===== src/rtl/tdm_stream_demux_if.sv =====
// Bundles the sampling controls, the multiplexed stream and the per-channel
// results. The stream source side uses "master" and the demux uses "slave".
interface tdm_stream_demux_if #(
    parameter int DATA_W = 8
);
    logic              en;
    logic [2:0]        dwell;
    logic [2:0]        mode;
    logic [DATA_W-1:0] din;
    logic [DATA_W-1:0] ch0_out;
    logic [DATA_W-1:0] ch1_out;
    logic [DATA_W-1:0] ch2_out;
    logic [2:0]        ch_strobe;
    logic              sample_tick;
    logic [2:0]        ch_stale;
    logic [7:0]        err_count;

    modport master (
        output en, dwell, mode, din,
        input  ch0_out, ch1_out, ch2_out, ch_strobe, sample_tick, ch_stale, err_count
    );

    modport slave (
        input  en, dwell, mode, din,
        output ch0_out, ch1_out, ch2_out, ch_strobe, sample_tick, ch_stale, err_count
    );
endinterface


===== src/rtl/tdm_stream_demux.sv =====
// Receive-side demux for a three-source TDM byte stream. Samples the stream
// once per dwell period, routes each sample by its mode tag into one of three
// holding registers, tracks staleness per channel and counts illegal tags.
module tdm_stream_demux #(
    parameter int DATA_W      = 8,
    parameter int STALE_LIMIT = 15
) (
    input  logic               clk,
    input  logic               rst,
    tdm_stream_demux_if.slave  bus
);
    localparam logic [7:0] LIMIT = 8'(STALE_LIMIT);

    logic [2:0]        cnt;
    logic [2:0]        cnt_limit;
    logic              tick;
    logic              legal;
    logic [2:0]        upd;
    logic [DATA_W-1:0] ch_q [3];
    logic [2:0]        strobe_q;
    logic              tick_q;
    logic [7:0]        stale_cnt [3];
    logic [7:0]        err_q;
    logic [2:0]        stale_flags;

    // Tick when the count reaches period-1; ">=" so a shrunk dwell ticks at once.
    always_comb begin
        cnt_limit = (bus.dwell <= 3'd1) ? 3'd0 : bus.dwell - 3'd1;
        tick      = bus.en && (cnt >= cnt_limit);
        legal     = (bus.mode <= 3'd2);
        upd       = 3'b000;
        if (tick && legal) begin
            upd = 3'b001 << bus.mode[1:0];
        end
    end

    // Dwell counter: clears on tick, advances while enabled, holds otherwise.
    always_ff @(posedge clk or posedge rst) begin
        if (rst) begin
            cnt <= 3'd0;
        end else if (tick) begin
            cnt <= 3'd0;
        end else if (bus.en) begin
            cnt <= cnt + 3'd1;
        end
    end

    // Channel holding registers plus the registered strobe and tick pulses.
    always_ff @(posedge clk or posedge rst) begin
        if (rst) begin
            for (int i = 0; i < 3; i++) ch_q[i] <= '0;
            strobe_q <= 3'b000;
            tick_q   <= 1'b0;
        end else begin
            for (int i = 0; i < 3; i++) begin
                if (upd[i]) ch_q[i] <= bus.din;
            end
            strobe_q <= upd;
            tick_q   <= tick;
        end
    end

    // Per-channel staleness: clear on update, otherwise count ticks up to the limit.
    always_ff @(posedge clk or posedge rst) begin
        if (rst) begin
            for (int i = 0; i < 3; i++) stale_cnt[i] <= LIMIT;
        end else if (tick) begin
            for (int i = 0; i < 3; i++) begin
                if (upd[i]) begin
                    stale_cnt[i] <= 8'd0;
                end else if (stale_cnt[i] < LIMIT) begin
                    stale_cnt[i] <= stale_cnt[i] + 8'd1;
                end
            end
        end
    end

    // Saturating count of samples carrying an illegal mode tag.
    always_ff @(posedge clk or posedge rst) begin
        if (rst) begin
            err_q <= 8'd0;
        end else if (tick && !legal && (err_q != 8'hFF)) begin
            err_q <= err_q + 8'd1;
        end
    end

    // Stale flags decode straight from the registered counters.
    always_comb begin
        stale_flags = 3'b000;
        for (int i = 0; i < 3; i++) begin
            stale_flags[i] = (stale_cnt[i] == LIMIT);
        end
    end

    assign bus.ch0_out     = ch_q[0];
    assign bus.ch1_out     = ch_q[1];
    assign bus.ch2_out     = ch_q[2];
    assign bus.ch_strobe   = strobe_q;
    assign bus.sample_tick = tick_q;
    assign bus.ch_stale    = stale_flags;
    assign bus.err_count   = err_q;
endmodule


===== src/flat_wrapper.sv =====
// flat-port wrapper written by rule: the top's interface ports become plain ports
module tdm_stream_demux_flat 
#(
    parameter int DATA_W      = 8,
    parameter int STALE_LIMIT = 15
)
  (clk, rst, bus_en, bus_dwell, bus_mode, bus_din, bus_ch0_out, bus_ch1_out, bus_ch2_out, bus_ch_strobe, bus_sample_tick, bus_ch_stale, bus_err_count);
  tdm_stream_demux_if #(.DATA_W(DATA_W)) bus_i ();
  input  logic clk;
  input  logic rst;
  input wire logic [$bits(bus_i.en)-1:0] bus_en;
  input wire logic [$bits(bus_i.dwell)-1:0] bus_dwell;
  input wire logic [$bits(bus_i.mode)-1:0] bus_mode;
  input wire logic [$bits(bus_i.din)-1:0] bus_din;
  output wire logic [$bits(bus_i.ch0_out)-1:0] bus_ch0_out;
  output wire logic [$bits(bus_i.ch1_out)-1:0] bus_ch1_out;
  output wire logic [$bits(bus_i.ch2_out)-1:0] bus_ch2_out;
  output wire logic [$bits(bus_i.ch_strobe)-1:0] bus_ch_strobe;
  output wire logic [$bits(bus_i.sample_tick)-1:0] bus_sample_tick;
  output wire logic [$bits(bus_i.ch_stale)-1:0] bus_ch_stale;
  output wire logic [$bits(bus_i.err_count)-1:0] bus_err_count;
  assign bus_i.en = bus_en;
  assign bus_i.dwell = bus_dwell;
  assign bus_i.mode = bus_mode;
  assign bus_i.din = bus_din;
  assign bus_ch0_out = bus_i.ch0_out;
  assign bus_ch1_out = bus_i.ch1_out;
  assign bus_ch2_out = bus_i.ch2_out;
  assign bus_ch_strobe = bus_i.ch_strobe;
  assign bus_sample_tick = bus_i.sample_tick;
  assign bus_ch_stale = bus_i.ch_stale;
  assign bus_err_count = bus_i.err_count;
  tdm_stream_demux #(.DATA_W(DATA_W), .STALE_LIMIT(STALE_LIMIT)) u_core (.clk(clk), .rst(rst), .bus(bus_i));
endmodule

===== config.mk =====
export PLATFORM = sky130hd
export DESIGN_NAME = tdm_stream_demux_flat
export DESIGN_NICKNAME = d
export VERILOG_FILES = /design/src/rtl/tdm_stream_demux_if.sv /design/src/rtl/tdm_stream_demux.sv /design/src/flat_wrapper.sv
export SDC_FILE = /design/constraint.sdc
export NUM_CORES = 1
export LEC_CHECK = 0
export ABC_AREA = 0
export BUFFER_PORTS_ARGS = -buffer_cell sky130_fd_sc_hd__buf_2
export CAP_MARGIN = 20
export CORE_MARGIN = 2
export CORE_UTILIZATION = 55
export CTS_CLUSTER_DIAMETER = 50
export CTS_CLUSTER_SIZE = 20
export DETAILED_ROUTE_END_ITERATION = 10
export PLACE_DENSITY_LB_ADDON = 0.05
export SYNTH_ARGS = -nofsm -noshare
export SYNTH_HDL_FRONTEND = slang
export SYNTH_SLANG_ARGS = --single-unit

===== constraint.sdc =====
create_clock -name clk -period 5.3 [get_ports clk]
set_input_delay 0.53 -clock clk [delete_from_list [all_inputs] [get_ports clk]]
set_output_delay 0.53 -clock clk [all_outputs]
set_load 0.03 [all_outputs]

Word-level counts from Yosys, hierarchy flattened
Cells that the tools add are included.
Cells by class
  $add $sub $neg: 6
  $mul: 0
  div/mod/pow operators: 0
  magnitude comparators: 6
  eq/ne operators: 4
  shift operators: 1
  multiplexer cells: 10
  bitwise gates (word level): 0
  reduce and logical (&&, ||, !) cells: 12
Operator list (number)
  two-way mux 8 bit: 6
  adder 8 x 1 -> 8 bit (second input constant): 4
  equality test 8 x 4 -> 1 bit (second input constant): 3
  < comparator 8 x 4 -> 1 bit (second input constant): 3
  two-way mux 3 bit: 4
  != test 8 bit (second input constant): 1
  nonzero test 2 bit: 4
  AND reduction 2 bit: 3
  logical AND 1 bit: 4
  adder 3 x 1 -> 3 bit (second input constant): 1
  greater-or-equal comparator 3 bit: 1
  less-or-equal comparator 3 x 1 -> 1 bit (second input constant): 1
  less-or-equal comparator 3 x 2 -> 1 bit (second input constant): 1
  left shift 1 x 2 -> 3 bit (first input constant): 1
  subtractor 3 x 1 -> 3 bit (second input constant): 1
  zero test 1 bit: 1
Storage, ports and cells
  bits in registers: 63
  latch bits: 0
  bits in writable memories: 0
  memory bits (read-only): 0
  word-level logic and storage cells: 49
  memories: 0

Longest topological paths before layout
  depth after elaboration: 8
  depth in mapped cells: 13
  mapped depth without buffers: 11

Worst setup path before layout
No wires, ideal clock.
  path type: input to register
  from: input bus_dwell[1]
  to: register u_core.ch_q, in the netlist u_core.bus.ch0_out[3]
  data arrival time: 2652 ps
  path slack: 2523 ps
  stages: 12
  path buffers: 2
  cell sequence: inv_1 ha_1 inv_1 nor4_1 a21oi_1 ha_1 nand2_1 o21a_4 or4_4 buf_6 buf_6 mux2_4
Between the ends
  word-level cells in the longest chain between the ends: 6
  elaborated cells between the ends (all ways): 7
  classes of those cells: 1 x add/sub; 2 x order compare; 2 x mux; 2 x reduce/logical
Ends and longest elaborated chain
  start, declared: RTL line flat_wrapper.sv:12  | input wire logic [$bits(bus_i.dwell)-1:0] bus_dwell;
  subtractor 3 x 1 -> 3 bit / less-or-equal comparator 3 x 1 -> 1 bit (equally long branches): RTL line tdm_stream_demux.sv:28  | cnt_limit = (bus.dwell <= 3'd1) ? 3'd0 : bus.dwell - 3'd1;
  two-way mux 3 bit *: RTL line tdm_stream_demux.sv:28
  greater-or-equal comparator 3 bit *: RTL line tdm_stream_demux.sv:29  | tick = bus.en && (cnt >= cnt_limit);
  logical AND 1 bit *: RTL line tdm_stream_demux.sv:29
  logical AND 1 bit *: RTL line tdm_stream_demux.sv:32  | if (tick && legal) begin
  two-way mux 3 bit *: RTL line tdm_stream_demux.sv:32
  end signal, assigned by index: RTL line tdm_stream_demux.sv:56  | if (upd[i]) ch_q[i] <= bus.din;
  end, declared: RTL line tdm_stream_demux.sv:19  | logic [DATA_W-1:0] ch_q [3];
Mark *: on every way between the ends. The rest lies on a longest branch, timed or not.
A chain may end at the register's enable or synchronous reset.

Worst setup path in the final report
  from: input bus_dwell[1]
  to: register u_core.ch_q, in the netlist u_core.bus.ch2_out[3]
The elaborated chain is that of the path after synthesis.

==> reports/qor.csv <==
metric,value,unit
maxSlewHeadroom,38.5,%
path_class,input pin to flip-flop,
path_cells,buf_2 -> inv_1 -> ha_1 -> inv_1 -> nor4_1 -> a21oi_1 -> ha_1 -> nand2_1 -> o21a_4 -> nor4b_4 -> mux2_2,
viasPerCell,5.40,
ys.flop_type,dfrtp_1,
fin_area,3380,um^2
synth_compound_area_share,7.46,%
rsz0062_at_grt,false,
dp_hpwl,3.48,mm
power_frac_seq,40.9,%
yosys.area_share.simple,15.7,%
die_h,76.0,um
drive_gt1_share,38.9,%
worst_path_largest_cell_delay,840,ps
synth_cell_type_count,38,
path_delay_family,simple AND/OR/NAND/NOR gates,
async_flop_share,100,%
grt_pass1_vias,1958,
p_int,1.20,mW
yosysTopAreaCell,dfrtp_1,
post-cts-setup-buffers,0,
mostFrequentLayoutCell,buf_2,
drc,0,
drtAntennaViolNets,0,
cts_tree,yes,
yosys_warnings,0,
num-fill-cells,403,
synthAdderAreaFrac,4.39,%
place_congestion,0.801,
setup-violations-final,0,
status,"finished, final reports clean",
setup.worst_path.end_class,flip-flop,
synth_xor_area_share,2.15,%
wl_per_cell,14.2,um
seq_area,1590,um^2
grt.overflow.total,0,
peakVddDrop,0.000390,V
cp.arrival,3210,ps
cts_resized,0,
clockBufferDepth,2,
grt_start_max_net_pins,64,
clock_latency,340,ps
final_cell_mix,"buf_2, dfrtp_1, mux2_2, a21oi_1, nand3_1",
dr.first_iter.drc_count,74,
p_per_area,577,nW/um^2
cts_root_buf,clkbuf_8,
finish.utilization,67.0,%
routedLengthMet1,2.32,mm
routed_wl,5.24,mm
ios,56,
synth_top_area_share,44.8,%
multiInputGateArea,1160,um^2
switching_power,748,uW
skew,13.8,ps
p_clk_share,22.1,%
met2_length,2.59,mm
hold_viol,0,
whs,409,ps
htreeDepth,3,
path_clk_slew,60,ps
max_freq,335,MHz
crit_slowest_cell,nor4b_4,
netlist_top_cells_area,"dfrtp_1, dfstp_2, mux2_2",
layout.nets,320,
dr_wl_met3,230,um
period_share,56.3,%
tightest_slew,918,ps
synth_seq_area_share,55.8,%
rows,26,
hp-class,input pin to asynchronous set/reset pin,
synthCells,234,
netlist_area,2850,um^2
start_kind,input pin,
postCtsHoldBufs,0,
grt_use_total,19.8,%
numCtsBuffers,9,
cts.sinks,63,
port_buffers,55,
drv_slew,0,
comb_power_share,37.0,%
crit_buf_inv,3,
critPathMaxFanout,35,
synth_edf_count,0,
max_cap_viol_count,0,
power,1.95,mW
synthMuxAreaShare,10.9,%
firstDrtPassIters,4,
areaGrowthSynthToFinish,18.6,%
core,5040,um^2
antenna_cells,0,
synth.avg_cell_area,12.2,um^2
ys_ff_latch,63,
die_area,5770,um^2
dpl_cell_area,3170,um^2
highest_layer,met4,
layout_min_cycle_time,2990,ps
fp.dieW,76.0,um
synth_top_family_by_area,simple AND/OR/NAND/NOR gates,
fin_setup_tns,0,ps
switching_share,38.4,%
syn_nets,261,
required,5520,ps
reg2reg_slack,2820,ps
vias,1986,
grt_first_pass_wirelength,8.92,mm
p_leak,1.69,nW
antenna_found_initial,0,
start_util,56.5,%
## final timing paths
check / start / endpoint / depth (start not counted)
max in group asynchronous: rst / u_core.bus.err_count[7] / 3
min in group clk: bus_din[1] / u_core.bus.ch2_out[1] / 2
max: bus_dwell[1] / u_core.bus.ch2_out[3] / 11
max reg2reg: u_core.cnt[0] / u_core.bus.ch2_out[3] / 6
min reg2reg: u_core.stale_cnt[14] / u_core.stale_cnt[14] / 1
min: rst / u_core.bus.ch1_out[4] / 3
## layer usage
layer  GRT usage [%]  vias up
met4            7.45        0
met2            32.4       36
met1            24.4      986
met5               0        -
met3            6.99       10
li1                -      954
## sequential cells by signal, indices dropped and copies added (netlist names)
signal / flops
u_core.bus.err_count: 8
u_core.bus.ch1_out: 8
u_core.bus.sample_tick: 1
u_core.stale_cnt: 24
u_core.bus.ch0_out: 8
u_core.cnt: 3
u_core.bus.ch2_out: 8
u_core.bus.ch_strobe: 3
## power by group through the flow
| stage | Sequential (mW) | Clock (mW) | Combinational, mW |
|---|---|---|---|
| 2_1_floorplan | 1.01 | 0 | 0.320 |
| 3_3_place_gp | 0.798 | 0 | 0.714 |
| 3_5_place_dp | 0.798 | 0 | 0.730 |
| 4_1_cts | 0.796 | 0.446 | 0.730 |
| 5_1_grt | 0.822 | 0.468 | 0.786 |
| 6_report | 0.797 | 0.432 | 0.721 |
## stage by stage
step | setup slack [ps] | cells
after global placement | 2030 | 352
after CTS | 2290 | 368
after global routing | 2100 | 368
final | 2310 | 368
after floorplan | 2520 | 234
after detailed placement | 1930 | 352
## final cells by class
| type | instances | area share [%] |
|---|---|---|
| tap | 70 | 2.59 |
| timing repair buffer | 56 | 8.36 |
| inverter | 14 | 1.55 |
| sequential | 63 | 47.1 |
| multi-input combinational | 149 | 34.2 |
| clock buffer | 13 | 5.00 |
| clock inverter | 3 | 1.18 |
## Yosys cell counts, drive strengths merged (2+ instances only)
master,count
nor4,6
dfstp,12
mux2,25
nor2b,5
or3b,3
or4,7
nor2,6
o31ai,6
ha,10
nor3,4
and2,9
buf,3
nor4b,2
nand2,4
nand3,14
nand4,3
clkbuf,5
o21ai,9
inv,14
nand2b,2
dfrtp,51
xor2,7
a21oi,15
or3,3
## logic make-up after synthesis
logic type      count (synthesis)
simple gates                   71
flops                          63
compound gates                 35
mux                            26
buf+inv                        22
fa+ha+maj                      10
xor+xnor                        7
## worst register-to-register path, cell delays in order, from the launching register on
cell	delay [ps]
dfrtp_1	350
inv_1	70
ha_1	310
nor2b_4	50
o21a_4	320
nor4b_4	840
mux2_2	420
No activity file was read; power rests on OpenSTA's default activity.
